$ cat src/rtl/regfile_arbiter_pkg.sv
// Shared constants and types for the configuration register file and its
// two-requester write arbiter.
package regfile_arbiter_pkg;

  localparam int REGCOUNT  = 20;
  localparam int AW        = 5;
  localparam int LOCK_ADDR = REGCOUNT - 1;

  typedef enum logic [1:0] {
    IDLE    = 2'd0,
    GNT_I2C = 2'd1,
    GNT_PAR = 2'd2
  } arb_state_t;

  typedef enum logic {
    REQ_I2C = 1'b0,
    REQ_PAR = 1'b1
  } req_id_t;

endpackage

$ cat src/rtl/regfile_arbiter_rr_pick2.sv
// Two-way round-robin picker: a lone requester wins outright, and on a tie the
// requester that did not win last time is chosen.
module rr_pick2
  import regfile_arbiter_pkg::*;
(
  input  logic [1:0] req,
  input  req_id_t    last_winner,
  output logic       valid,
  output req_id_t    winner
);

  // req[0] is the I2C slave, req[1] is the parallel capture path.
  always_comb begin
    valid  = |req;
    winner = REQ_I2C;
    case (req)
      2'b01:   winner = REQ_I2C;
      2'b10:   winner = REQ_PAR;
      2'b11:   winner = (last_winner == REQ_I2C) ? REQ_PAR : REQ_I2C;
      default: winner = REQ_I2C;
    endcase
  end

endmodule

$ cat src/rtl/regfile_arbiter.sv
// Configuration register file with a single write port shared between the I2C
// slave and the parallel capture path; writes commit at the end of the grant cycle.
module regfile_arbiter
  import regfile_arbiter_pkg::*;
(
  input  logic                  clock,
  input  logic                  reset,
  input  logic                  i2c_req,
  input  logic [AW-1:0]         i2c_addr,
  input  logic [7:0]            i2c_wdata,
  output logic                  i2c_gnt,
  input  logic                  par_req,
  input  logic [AW-1:0]         par_addr,
  input  logic [7:0]            par_wdata,
  output logic                  par_gnt,
  output logic                  wr_err,
  input  logic [AW-1:0]         rd_addr,
  output logic [7:0]            rd_data,
  output logic [8*REGCOUNT-1:0] registers_packed,
  output logic [7:0]            reject_count
);

  localparam logic [1:0]  ST_IDLE    = IDLE;
  localparam logic [1:0]  ST_GNT_I2C = GNT_I2C;
  localparam logic [1:0]  ST_GNT_PAR = GNT_PAR;
  localparam logic [AW:0] REG_LIMIT  = (AW+1)'(REGCOUNT);

  logic [7:0]    regs [REGCOUNT];
  logic [1:0]    state_reg, state_next;
  req_id_t       last_winner_reg;
  logic [7:0]    reject_count_reg;

  logic          pick_valid;
  req_id_t       pick_winner;

  logic          in_grant;
  logic [AW-1:0] wr_addr;
  logic [7:0]    wr_data;
  logic          addr_bad;
  logic          locked;
  logic          discard;

  rr_pick2 u_pick (
    .req         ({par_req, i2c_req}),
    .last_winner (last_winner_reg),
    .valid       (pick_valid),
    .winner      (pick_winner)
  );

  always_comb begin
    state_next = ST_IDLE;
    case (state_reg)
      ST_IDLE: begin
        if (pick_valid)
          state_next = (pick_winner == REQ_I2C) ? ST_GNT_I2C : ST_GNT_PAR;
      end
      default: state_next = ST_IDLE;
    endcase
  end

  assign i2c_gnt  = (state_reg == ST_GNT_I2C);
  assign par_gnt  = (state_reg == ST_GNT_PAR);
  assign in_grant = i2c_gnt | par_gnt;

  // Address and data are taken from whichever requester holds the grant.
  assign wr_addr  = par_gnt ? par_addr  : i2c_addr;
  assign wr_data  = par_gnt ? par_wdata : i2c_wdata;
  assign addr_bad = ({1'b0, wr_addr} >= REG_LIMIT);
  assign locked   = regs[LOCK_ADDR][0];
  assign discard  = in_grant & (addr_bad | (par_gnt & locked));
  assign wr_err   = discard;

  always_ff @(posedge clock) begin
    if (reset) begin
      state_reg        <= ST_IDLE;
      last_winner_reg  <= REQ_PAR;
      reject_count_reg <= 8'h00;
      for (int k = 0; k < REGCOUNT; k++)
        regs[k] <= 8'h00;
    end else begin
      state_reg <= state_next;
      if (i2c_gnt)
        last_winner_reg <= REQ_I2C;
      else if (par_gnt)
        last_winner_reg <= REQ_PAR;
      if (in_grant && !discard)
        regs[wr_addr] <= wr_data;
      if (discard && reject_count_reg != 8'hFF)
        reject_count_reg <= reject_count_reg + 8'h01;
    end
  end

  assign reject_count = reject_count_reg;

  always_comb begin
    rd_data = 8'h00;
    if ({1'b0, rd_addr} < REG_LIMIT)
      rd_data = regs[rd_addr];
  end

  generate
    for (genvar gi = 0; gi < REGCOUNT; gi++) begin : g_pack
      assign registers_packed[8*gi +: 8] = regs[gi];
    end
  endgenerate

endmodule

$ cat config.mk
export PLATFORM = sky130hd
export DESIGN_NAME = regfile_arbiter
export DESIGN_NICKNAME = d
export VERILOG_FILES = /design/src/rtl/regfile_arbiter_pkg.sv /design/src/rtl/regfile_arbiter_rr_pick2.sv /design/src/rtl/regfile_arbiter.sv
export SDC_FILE = /design/constraint.sdc
export NUM_CORES = 1
export LEC_CHECK = 0
export BUFFER_PORTS_ARGS = -buffer_cell sky130_fd_sc_hd__buf_2
export CAP_MARGIN = 5
export CORE_ASPECT_RATIO = 1.1
export CORE_UTILIZATION = 46
export DETAILED_ROUTE_END_ITERATION = 7
export PLACE_DENSITY = 0.78
export SLEW_MARGIN = 0
export SYNTH_ARGS = -nofsm -noshare
export SYNTH_HDL_FRONTEND = slang
export SYNTH_SLANG_ARGS = --single-unit
$ cat constraint.sdc
create_clock -name clock -period 2.4 [get_ports clock]
set_input_delay 0.48 -clock clock [delete_from_list [all_inputs] [get_ports clock]]
set_output_delay 0.48 -clock clock [all_outputs]
set_load 0.01 [all_outputs]
### Word-level counts from Yosys, hierarchy flattened

Memory sizes are Yosys's and may differ from the RTL's.
Cells that the tools add are included.

* register bits: 11
* bits in writable memories: 160
* bits of input ports: 35
* output and inout bits: 179
* logic and storage cells: 42
* memories kept: 1

Memories
* regs: words 20, bits a word 8, read ports 21, clocked after Yosys merged registers in 0, wr ports 20, line regfile_arbiter.sv:28 `logic [7:0] regs [REGCOUNT];`

* add/sub/neg operators: 1
* order comparisons: 2
* equality and inequality tests: 5
* muxes and demuxes: 16
* bitwise gates (word level): 6
* reduce and logical (&&, ||, !) cells: 8

Operators with widths (number)
* $mux 8: 3
* $mux 5: 2
* $mux 1: 9
* $add 8x1->8 const B: 1
* $ne 8x8->1 const B: 1
* $reduce_or 8->1: 1
* $eq 2x2->1 const B: 3
* $ge 5x5->1 const B: 1
* $lt 5x5->1 const B: 1
* $reduce_or 3->1: 1
* $and 1x1->1: 2
* $eq 2x1->1 const B: 1
* $logic_and 1x1->1: 2
* $logic_not 2->1: 1
* $mux 2: 1
* $not 1->1: 2
* $or 1x1->1: 2
* $pmux 1 s2: 1
* $reduce_bool 2->1: 1
* $reduce_or 2->1: 1
* $logic_not 1->1: 1

### Longest topological paths before layout

* depth in word-level cells: 12
* mapped depth: 9
* depth with buffers taken out: 6

### Modules after synthesis

Synthesis repeated with hierarchy kept, for this count alone.

* cells, all modules: 610
* area total of the unflattened synthesis: 8255.4 µm²

Modules (own cells, without submodules)
* regfile_arbiter: instances 1, cells an instance 608, area an instance 8241.7 µm², sequential area each 5024.8 µm²
* rr_pick2: instances 1, cells an instance 2, area an instance 13.8 µm², sequential area each 0.0 µm²

### Worst setup path after synthesis

No wires, ideal clock.

* path kind: reg-to-reg
* from: register state_reg[0]
* to: memory regs[4][0], enable pin
* setup time: 334 ps
* data arrival time: 2225 ps
* data required time: 2066 ps
* slack: -159 ps
* cell stages (with the launch flop): 9
* buffers on the path: 2
* clock period less this slack: 2559 ps
* cell sequence: dfxtp_1 inv_1 ha_1 buf_2 buf_4 or2_1 a2111oi_4 nand2_4 nand2b_1

RTL lines
* start, declared: line regfile_arbiter.sv:29 `logic [1:0] state_reg, state_next;`
* start signal, assigned: line regfile_arbiter.sv:81 `state_reg <= state_next;`
* end, declared: line regfile_arbiter.sv:28

==> results.yml <==
sta:
  worst_slack_ps: -8.25
  max_freq_mhz: 415
  setup_violations: 1
  slew_headroom_pct: 62.5
  drv_slew: 0
  fin_skew_ps: 8.56
  hold_viol_final: 0
  finalCriticalPeriod_ps: 2410
  period_share_pct: 100
  worst_slew_pin_slew_ps: 547
  rsz0062_at_grt: "true"
grt:
  antenna_found_initial: 0
  grt_pass1_wl_um: 35400
  overflow: 0
  grt_max_degree: 34
  track_usage_pct: 27.2
  grt_pass1_vias: 5899
power_and_ir_drop:
  ir_drop_mv: 0.505
  leakage_nw: 4.49
  power_density_nw_per_um2: 666
setup_path:
  arrival_ps: 1930
  crit_required_ps: 1920
  crit_chain: "mux4_2 -> o221ai_4 -> a22oi_2 -> buf_2"
  critPathCaptureType: "output pin"
  cp-start-kind: "flip-flop"
  crit_buf_inv: 1
  worstSetupPathType: "flip-flop to output pin"
  cp_slowest_cell: "mux4_2"
  crit_family: "multiplexers"
  crit_path_max_fanout: 2
  critical-path-max-stage-delay_ps: 540
clock_tree:
  cts_num_sinks: 171
  clk_pin_slew_ps: 60
  numCtsBuffers: 17
  cts_root_buf: "clkbuf_16"
  hold_buffers: 0
  h-tree-depth: 4
  tritoncts: "yes"
  worstSkewPairLatency_ps: 430
  ctsLongestPathBuffers: 2
synth:
  syn_area_sq_um: 8010
  synth_simple_gate_area_share_pct: 13.8
  yosys_most_used_dff: "edfxtp_1"
  synth_top_family_by_area: "simple AND/OR/NAND/NOR gates"
  yosys.area_share.xor_xnor_pct: 0
  syn_inst: 594
  synth_seq_cells: 171
  netlist.area_leader.share_pct: 60.0
  synth_compound_area_share_pct: 7.03
  avgSynthCellArea_sq_um: 13.5
  synthAdderAreaFrac_pct: 0.625
  synth_area_leader_cell: "edfxtp_1"
  synth.area.mux_share_pct: 13.2
  synth_cell_types: 39
  ys_warn_count: 0
  synth_edf_count: 160
  netlist_top_cells_area: "edfxtp_1 (60%), mux4_2 (9.0%), nor2_1 (7.7%), dfxtp_1 (2.8%), mux2i_1 (2.5%)"
  yosysSeqAreaShare_pct: 62.8
  ys_async_sr_fraction_pct: 0
  synth_fp_nets: 633
detailed_routing:
  vias: 6346
  drt.antenna.violating_nets: 0
  wl_per_cell_um: 22.2
  drt_iter0_markers: 722
  finalWirelength_um: 24400
  drc: 0
  viasPerCell: 5.78
  drt-pass1-iter-count: 5
placement:
  port_buffers: 213
  placement.cell_area_sq_um: 9810
  gp_congestion: 0.920
  dpl.hpwl_um: 17600
  dp_slack_ps: -22.2
  placed_cells: 1055
layout:
  diodes: 0
  syn_to_final_growth_pct: 34.0
  nets: 892
  drive_gt1_share_pct: 49.5
  fin_util_pct: 63.0
  layout_common_cells: "buf_2 (212), nor2_1 (164), edfxtp_1 (160)"
  postLayoutCellArea_sq_um: 10700
  largest_register_ffs: 160
  mostFrequentLayoutCell: "buf_2"
  fin_cells: 1098
floorplanning:
  ioPinCount: 214
  die_area_sq_um: 17900
  die_width_um: 128
  row_count: 50
  die_y_um: 140
  initial_utilization_pct: 47.1
  core_area_sq_um: 17000
worst_hold_path:
  min_path_type: "input pin to flip-flop"
status:
  violations: "negative setup slack"
  status: "finished with violations"
flow_run:
  drv_cap: 0
[cell usage after synthesis (all sizes together) (4+ instances only)]
| cell type | number |
|---|---|
| buf | 13 |
| o221ai | 8 |
| a21oi | 14 |
| nand2b | 26 |
| mux2i | 20 |
| a2111oi | 5 |
| a31oi | 8 |
| mux2 | 12 |
| clkbuf | 29 |
| o32ai | 4 |
| mux4 | 32 |
| a22oi | 16 |
| nor2b | 4 |
| dfxtp | 11 |
| inv | 8 |
| ha | 4 |
| edfxtp | 160 |
| nand2 | 27 |
| nor2 | 165 |
| or4 | 4 |
[final cells by class]
| cell class | count | area, sq um |
|---|---|---|
| clock buffer | 19 | 433 |
| clock inverter | 11 | 171 |
| inverter | 8 | 30.0 |
| tap | 234 | 293 |
| fill | 1289 | 6290 |
| timing repair buffer | 282 | 1730 |
| sequential | 171 | 5030 |
| multi-input combinational | 373 | 3040 |
[report_power, final]
| group | total [W] | switching [W] | internal [W] |
|---|---|---|---|
| logic | 0.000849 | 0.000496 | 0.000353 |
| registers | 0.00343 | 0.0000764 | 0.00335 |
| clock network | 0.00286 | 0.00113 | 0.00173 |
| total | 0.00714 | 0.00170 | 0.00544 |
[through the flow]
stage	total power [W]	hold WS (ps)	setup TNS, ps
after floorplan	0.00389	419	-135
after global placement	0.00426	437	-15.5
after detailed placement	0.00427	445	-25.9
after CTS	0.00710	221	-3.59
after global routing	0.00729	225	-353
final	0.00714	230	-8.25
[final timing paths]
kind                        start  depth (start not counted)           end  slack (ps)
hold / removal            par_req                          2  state_reg[0]         230
setup / recovery      regs[18][1]                          4    rd_data[1]          -8
hold reg to reg   last_winner_reg                          1  state_reg[1]         450
setup reg to reg     state_reg[0]                          8    regs[5][5]          70
[kinds of logic (layout without fill, tap and decap cells)]
group / Yosys count / after routing
AOI/OAI and AO/OA: 62 / 62
buffers and inverters: 50 / 320
DFF: 171 / 171
and+or+nand+nor: 243 / 243
adders and majority gates: 4 / 4
muxes: 64 / 64
[what timing repair did]
item                                    4_1_cts  5_1_grt
pin swaps                                     4        4
gates resized for setup                      20       19
hold endpoints to repair                      0        0
cloned                                        0        1
setup buffers                                 7        6
endpoints found under the setup margin        7       65
[metal layers]
| metal | track usage [%] | routed length (um) |
|---|---|---|
| met3 | 6.49 | 2750 |
| met2 | 44.1 | 11900 |
| met1 | 36.3 | 9160 |
| met5 | 0 | 0 |
| met4 | 8.92 | 551 |
Note: power is estimated with default switching activity, not from simulation.
